--- src/rtl/xtalk_encoder.sv ---
// Crosstalk-avoiding bus-invert encoder: one output register stage with a valid/ready handshake.
// Optional inversion counter output is enabled with `define XTALK_STATS_EN.
module xtalk_encoder #(
   parameter int unsigned W  = 31,
   parameter int unsigned CW = 5
) (
   input  logic         clk,
   input  logic         rst_n,
   input  logic         enc_en,
   input  logic         in_valid,
   input  logic [W-1:0] in_data,
   output logic         in_ready,
   output logic         out_valid,
   output logic [W:0]   out_flit,
   input  logic         out_ready
`ifdef XTALK_STATS_EN
   ,
   output logic [15:0]  inv_cnt
`endif
);

   logic [W-1:0]  bus_prev;
   logic [CW-1:0] c2;
   logic [CW-1:0] c4;
   logic          inv;
   logic [W-1:0]  enc;
   logic          accept;

   // A pair toggling both wires counts as opposing when the new values differ, same-direction otherwise
   always_comb begin
      c2 = '0;
      c4 = '0;
      for (int i = 0; i < int'(W) - 1; i++) begin
         c2 = c2 + CW'((bus_prev[i] ^ in_data[i]) & (bus_prev[i+1] ^ in_data[i+1])
                       & (in_data[i] ^ in_data[i+1]));
         c4 = c4 + CW'((bus_prev[i] ^ in_data[i]) & (bus_prev[i+1] ^ in_data[i+1])
                       & ~(in_data[i] ^ in_data[i+1]));
      end
   end

   assign inv      = enc_en && (c2 > c4);
   assign enc      = in_data ^ {W{inv}};
   assign in_ready = !out_valid || out_ready;
   assign accept   = in_valid && in_ready;

   // Output stage; bus_prev tracks what was actually driven onto the wires
   always_ff @(posedge clk) begin
      if (!rst_n) begin
         out_valid <= 1'b0;
         out_flit  <= '0;
         bus_prev  <= '0;
      end else if (accept) begin
         out_valid <= 1'b1;
         out_flit  <= {inv, enc};
         bus_prev  <= enc;
      end else if (out_valid && out_ready) begin
         out_valid <= 1'b0;
      end
   end

`ifdef XTALK_STATS_EN
   // Saturating count of inverted flits
   always_ff @(posedge clk) begin
      if (!rst_n) begin
         inv_cnt <= '0;
      end else if (accept && inv && (inv_cnt != 16'hFFFF)) begin
         inv_cnt <= inv_cnt + 16'd1;
      end
   end
`endif

endmodule

--- config.mk ---
export PLATFORM = sky130hd
export DESIGN_NAME = xtalk_encoder
export DESIGN_NICKNAME = d
export VERILOG_FILES = /design/src/rtl/xtalk_encoder.sv
export SDC_FILE = /design/constraint.sdc
export NUM_CORES = 1
export LEC_CHECK = 0
export ABC_AREA = 1
export CAP_MARGIN = 10
export CORE_UTILIZATION = 56
export DETAILED_ROUTE_END_ITERATION = 10
export PLACE_DENSITY = 0.94
export SKIP_LAST_GASP = 1
export SLEW_MARGIN = 0
export SYNTH_ARGS = -nofsm -noshare
export SYNTH_HDL_FRONTEND = slang
export SYNTH_SLANG_ARGS = --single-unit
--- constraint.sdc ---
create_clock -name clk -period 8.75 [get_ports clk]
set_input_delay 1.75 -clock clk [delete_from_list [all_inputs] [get_ports clk]]
set_output_delay 1.75 -clock clk [all_outputs]
set_load 0.05 [all_outputs]
==> results of run 1 <==
-- cell usage after synthesis --
cell and number:
nand3_2 2, nand3_1 82, buf_2 10, a21oi_4 1, ha_1 21, nand2_1 116
inv_1 68, fa_1 44, xor2_1 46, xnor2_1 21, nor2_2 1, o21ai_0 2
clkbuf_1 33, nand3b_1 18, dfxtp_1 33, nand2_2 1, inv_2 1, buf_4 6
buf_1 5, nor2_1 55, a21oi_1 38
-- flip-flops by register name, indices dropped and copies added (netlist names) --
signal and flops:
out_flit 32, out_valid 1
-- area by class of cell --
cell class	count	area (sq um)	share of cell area, %
Inverter	69	259	5.12
Tap cell	99	124	2.45
Sequential cell	33	661	13.1
Clock inverter	1	7.51	0.148
Timing Repair Buffer	77	758	15.0
Multi-Input combinational cell	448	3170	62.6
Clock buffer	6	82.6	1.63
-- cells by family after synthesis --
family	Yosys count	share of synthesized area, %
DFF	33	15.3
xor gates and xnor gates	67	13.6
buffers and inverters	123	11.5
and+or+nand+nor	275	28.2
adders and majority gates	65	26.4
AOI/OAI and AO/OA	41	5.01
-- metal layers --
metal | track usage, % | up-vias | share of wire (%)
li1 | - | 1922 | -
met1 | 35.6 | 1893 | 41
met2 | 48.7 | 189 | 50
met3 | 3.38 | 38 | 6.4
met4 | 11.6 | 0 | 2.9
met5 | 0 | - | 0
-- stage by stage --
step	worst slack, ns	hold slack (ns)	instance area, sq um
floorplan	1.14	0.682	4320
global placement	0.297	0.459	4950
detailed placement	0.160	0.465	4950
CTS	0.428	0.479	5040
global route	0.0786	0.494	5060
finish	0.395	0.476	5060
-- worst max-delay path: stages --
cell and delay [ns]:
clkdlybuf4s50_1 0.61, xor2_1 0.35, nand3b_1 0.18, fa_1 0.53, fa_1 0.55, inv_1 0.06, fa_1 0.49, inv_1 0.05
fa_1 0.46, fa_1 0.54, fa_1 0.49, inv_1 0.07, ha_1 0.18, inv_1 0.06, fa_1 0.39, o21ai_0 0.18
a21oi_1 0.09, xor2_1 0.15, ha_1 0.30, nand2_1 0.08, nor2_2 0.19, nand2_1 0.09, nand3_2 0.07, buf_4 0.34
nand3_1 0.13, nand2_1 0.09, nor2_1 0.04
-- worst min path at each step --
stage	from	to	slack (ns)
6_report	out_flit[31]	out_flit[31]	0.48
5_1_grt	out_flit[31]	out_flit[31]	0.49
4_1_cts	out_flit[31]	out_flit[31]	0.48
3_5_place_dp	out_flit[31]	out_flit[31]	0.46
3_3_place_gp	out_flit[31]	out_flit[31]	0.46
2_1_floorplan	out_flit[31]	out_flit[31]	0.68
==> results.sh, run 1 <==
export IMPL_status="finished, final reports clean"
export IMPL_drv_cap=0
export IMPL_die_h_um=89.9
export IMPL_cts_resized=0
export IMPL_ys_ff_latch=33
export IMPL_start_kind="input port"
export IMPL_post_route_period_util_pct=95.5
export IMPL_startpoint="in_data[18]"
export IMPL_cts_tree="yes"
export IMPL_grt_max_degree=38
export IMPL_max_slew_margin_rel_pct=21.2
export IMPL_syn_area_sq_um=4320
export IMPL_ys_seq_area_share_pct=15.3
export IMPL_r2r_end="out_flit[4]"
export IMPL_crit_fanout=37
export IMPL_cts_htree_levels=2
export IMPL_critPathArrivalTime_ns=8.54
export IMPL_vias=4042
export IMPL_critical_path_class="input port to register"
export IMPL_mostFrequentLayoutCell="nand2_1"
export IMPL_drc=0
export IMPL_ios=70
export IMPL_wirelength_um=10900
export IMPL_cp_required_ns=8.94
export IMPL_rows=31
export IMPL_avgRoutedWirePerCell_um=14.8
export IMPL_fin_cells=733
export IMPL_fp_coreArea_sq_um=7370
export IMPL_worst_pin_slew_ns=1.18
export IMPL_routed_via_density=5.51
export IMPL_critPathCaptureType="register"
export IMPL_drive_above_1_share_pct=3.31
export IMPL_grt_pass1_wl_um=18500
export IMPL_skew_ns=0.00836
export IMPL_finalNetCount=735
export IMPL_n_antenna_cell=0
export IMPL_grt_usage_pct=28.1
export IMPL_final_util_pct=68.6
export IMPL_die_w_um=89.9
export IMPL_max_freq_mhz=120
export IMPL_hold_viol=0
export IMPL_cts_setup_buffers=0
export IMPL_start_util_pct=58.7
export IMPL_insertion_delay_ns=0.30
export IMPL_r2r_start="out_flit[28]"
export IMPL_dp_hpwl_um=8330
export IMPL_layout_min_cycle_time_ns=8.35
export IMPL_drtAntennaViolNets=0
export IMPL_syn_nets=705
export IMPL_avgSynthCellArea_sq_um=7.16
export IMPL_fill_cells=559
export IMPL_rsz0062_at_grt="no"
export IMPL_endpoint="out_flit[4]"
export IMPL_syn_inst=604
export IMPL_dr_pass1_iters=5
export IMPL_dpl_cell_count=725
export IMPL_yosysTopAreaCell="fa_1"
export IMPL_initialDrtViolationCount=313
export IMPL_antenna_found_initial=0
export IMPL_synth_area_top_cells="fa_1 (20%), dfxtp_1 (15%), nand2_1 (10%)"
export IMPL_reg2reg_slack_ns=2.08
export IMPL_fin_setup_tns_ns=0
export IMPL_whs_path_depth=2
export IMPL_r2r_cells=26
export IMPL_root_buffer="clkbuf_8"
export IMPL_ys_types=21
export IMPL_dieArea_sq_um=8080
export IMPL_layout_common_cells="nand2_1 (116), nand3_1 (82), clkdlybuf4s50_1 (69)"
export IMPL_setup_violations=0
export IMPL_cts_buffer_depth=2
export IMPL_grt_pass1_vias=3922
export IMPL_gp_congestion=0.901
export IMPL_yosysWarnings=0
export IMPL_hp_class="register to register"
export IMPL_path_clk_slew_ns=0.08
export IMPL_yosysTopAreaCellShare_pct=20.4
export IMPL_clock_sinks=33
export IMPL_postCtsHoldBufs=0
export IMPL_maxSlewViolCount=0
export IMPL_grt_overflow=0
export IMPL_cts_inserted_buffers=5
export IMPL_syn_to_final_growth_pct=17.0
export IMPL_portBuffers=69
Power of run 1 is left out: the tool's default activity adds up to more than one toggle a clock period on the data nets, which glitch-free logic cannot reach.
==> inputs of run 2 (changes only) <==
--- a/config.mk
+++ b/config.mk
@@ -7,6 +7,7 @@
 export LEC_CHECK = 0
 export ABC_AREA = 1
 export CAP_MARGIN = 10
+export CORE_MARGIN = 3
 export CORE_UTILIZATION = 56
 export DETAILED_ROUTE_END_ITERATION = 10
 export PLACE_DENSITY = 0.94
==> run 2 against run 1 <==
- design area hardly changed
- sequential cell count stayed put
- utilization is 0.068 points higher
- die area is 9.1% higher
- global-route usage is 2.0 points lower
==> results.sh, run 2 (synthesized netlist as in run 1, its figures left out) <==
export IMPL_multi_input_area_sq_um=3170
export IMPL_antenna_found_initial=0
export IMPL_start_kind="input port"
export IMPL_drc=0
export IMPL_dp_hpwl_um=8340
export IMPL_drive_above_1_share_pct=3.16
export IMPL_mostFrequentLayoutCell="nand2_1"
export IMPL_cts_setup_buffers=0
export IMPL_postCtsHoldBufs=0
export IMPL_die_h_um=93.9
export IMPL_crit_fanout=37
export IMPL_drtAntennaViolNets=0
export IMPL_critPathCaptureType="register"
export IMPL_grt_overflow=0
export IMPL_rows=31
export IMPL_portBuffers=69
export IMPL_fill_cells=537
export IMPL_dieArea_sq_um=8810
export IMPL_skew_ns=0.00662
export IMPL_cts_htree_levels=2
export IMPL_grt_pass1_wl_um=18300
export IMPL_cts_inserted_buffers=5
export IMPL_crit_slowest_cell="clkdlybuf4s50_1"
export IMPL_avgRoutedWirePerCell_um=14.9
export IMPL_critical_path_class="input port to register"
export IMPL_grt_usage_pct=26.1
export IMPL_timing_critical_path_mode_cell="fa_1"
export IMPL_hp_class="register to register"
export IMPL_cts_resized=0
export IMPL_fin_setup_tns_ns=0
export IMPL_place_ws_ns=0.0363
export IMPL_max_slew_margin_rel_pct=18.3
export IMPL_grt_max_degree=38
export IMPL_setup_violations=0
export IMPL_grt_pass1_vias=4035
export IMPL_fp_coreArea_sq_um=7370
export IMPL_drv_cap=0
export IMPL_root_buffer="clkbuf_8"
export IMPL_gp_congestion=0.982
export IMPL_clock_sinks=33
export IMPL_initialDrtViolationCount=296
export IMPL_largest_register="out_flit"
export IMPL_die_w_um=93.9
export IMPL_cp_required_ns=8.94
export IMPL_routed_via_density=5.50
export IMPL_wirelength_um=10900
export IMPL_finalNetCount=733
export IMPL_worst_pin_slew_ns=1.22
export IMPL_cts_buffer_depth=2
export IMPL_syn_to_final_growth_pct=17.1
export IMPL_max_freq_mhz=118
export IMPL_design_area_sq_um=5060
export IMPL_n_antenna_cell=0
export IMPL_layout_min_cycle_time_ns=8.46
export IMPL_holdWs_ns=0.475
export IMPL_start_util_pct=58.7
export IMPL_cts_tree="yes"
export IMPL_register_area_sq_um=661
export IMPL_status="finished, final reports clean"
export IMPL_setup_ws_ns=0.293
export IMPL_layout_common_cells="nand2_1 (116), nand3_1 (82), clkdlybuf4s50_1 (69)"
export IMPL_insertion_delay_ns=0.29
export IMPL_hold_viol=0
export IMPL_top_regs="out_flit x32, out_valid x1"
export IMPL_largest_register_ffs=32
export IMPL_path_clk_slew_ns=0.08
export IMPL_maxSlewViolCount=0
export IMPL_critPathArrivalTime_ns=8.65
export IMPL_vias=4021
export IMPL_slowest_delay_ns=0.62
export IMPL_post_route_period_util_pct=96.7
export IMPL_dr_pass1_iters=5
export IMPL_ios=70
export IMPL_placed_area_sq_um=4940
[run 2: cell types whose count changed in the layout (fill, tap and decap cells not counted)]
cell / delta
buf_16: +1
buf_4: -2
buf_8: -1
xor2_1: -1
xor2_2: +1
[run 2: metal layers]
| layer | vias to the layer above | part of all wire [%] | routed length, um | global-route usage (%) |
|---|---|---|---|---|
| met4 | 0 | 3.0 | 321 | 10.2 |
| met2 | 185 | 52 | 5600 | 46.1 |
| met5 | - | 0 | 0 | 0 |
| met3 | 30 | 7.0 | 761 | 3.85 |
| li1 | 1919 | - | - | - |
| met1 | 1887 | 38 | 4180 | 31.9 |
[run 2: layout make-up]
class | instances | share of cell area [%]
timing repair buffer | 75 | 14.9
sequential | 33 | 13.0
clock buffer | 6 | 1.63
multi-input combinational | 448 | 62.7
tap | 99 | 2.45
inverter | 69 | 5.11
clock inverter | 1 | 0.148
[run 2: final timing paths]
kind	cells past startpoint	slack (ns)	to	startpoint
hold reg to reg	2	0.47	out_flit[31]	out_flit[31]
setup reg to reg	24	2.03	out_flit[1]	out_flit[6]
hold / removal	2	0.47	out_flit[31]	out_flit[31]
setup / recovery	25	0.29	out_flit[1]	in_data[6]
[run 2: worst max-delay path: cells and delay by family]
kind | cells | cell delay [ns]
adder cells (fa/ha/maj) | 9 | 4.03
buffers and inverters | 4 | 1.09
AND/OR/NAND/NOR | 8 | 0.93
XOR/XNOR | 2 | 0.54
AO/OA/AOI/OAI | 2 | 0.29
[run 2: metrics by stage]
step | utilization [%] | cells
CTS | 68.2 | 730
detailed placement | 67.0 | 723
global placement | 67.0 | 723
floorplan | - | 604
global route | 68.7 | 731
finish | 68.7 | 731
Power of run 2 is left out for the same reason.
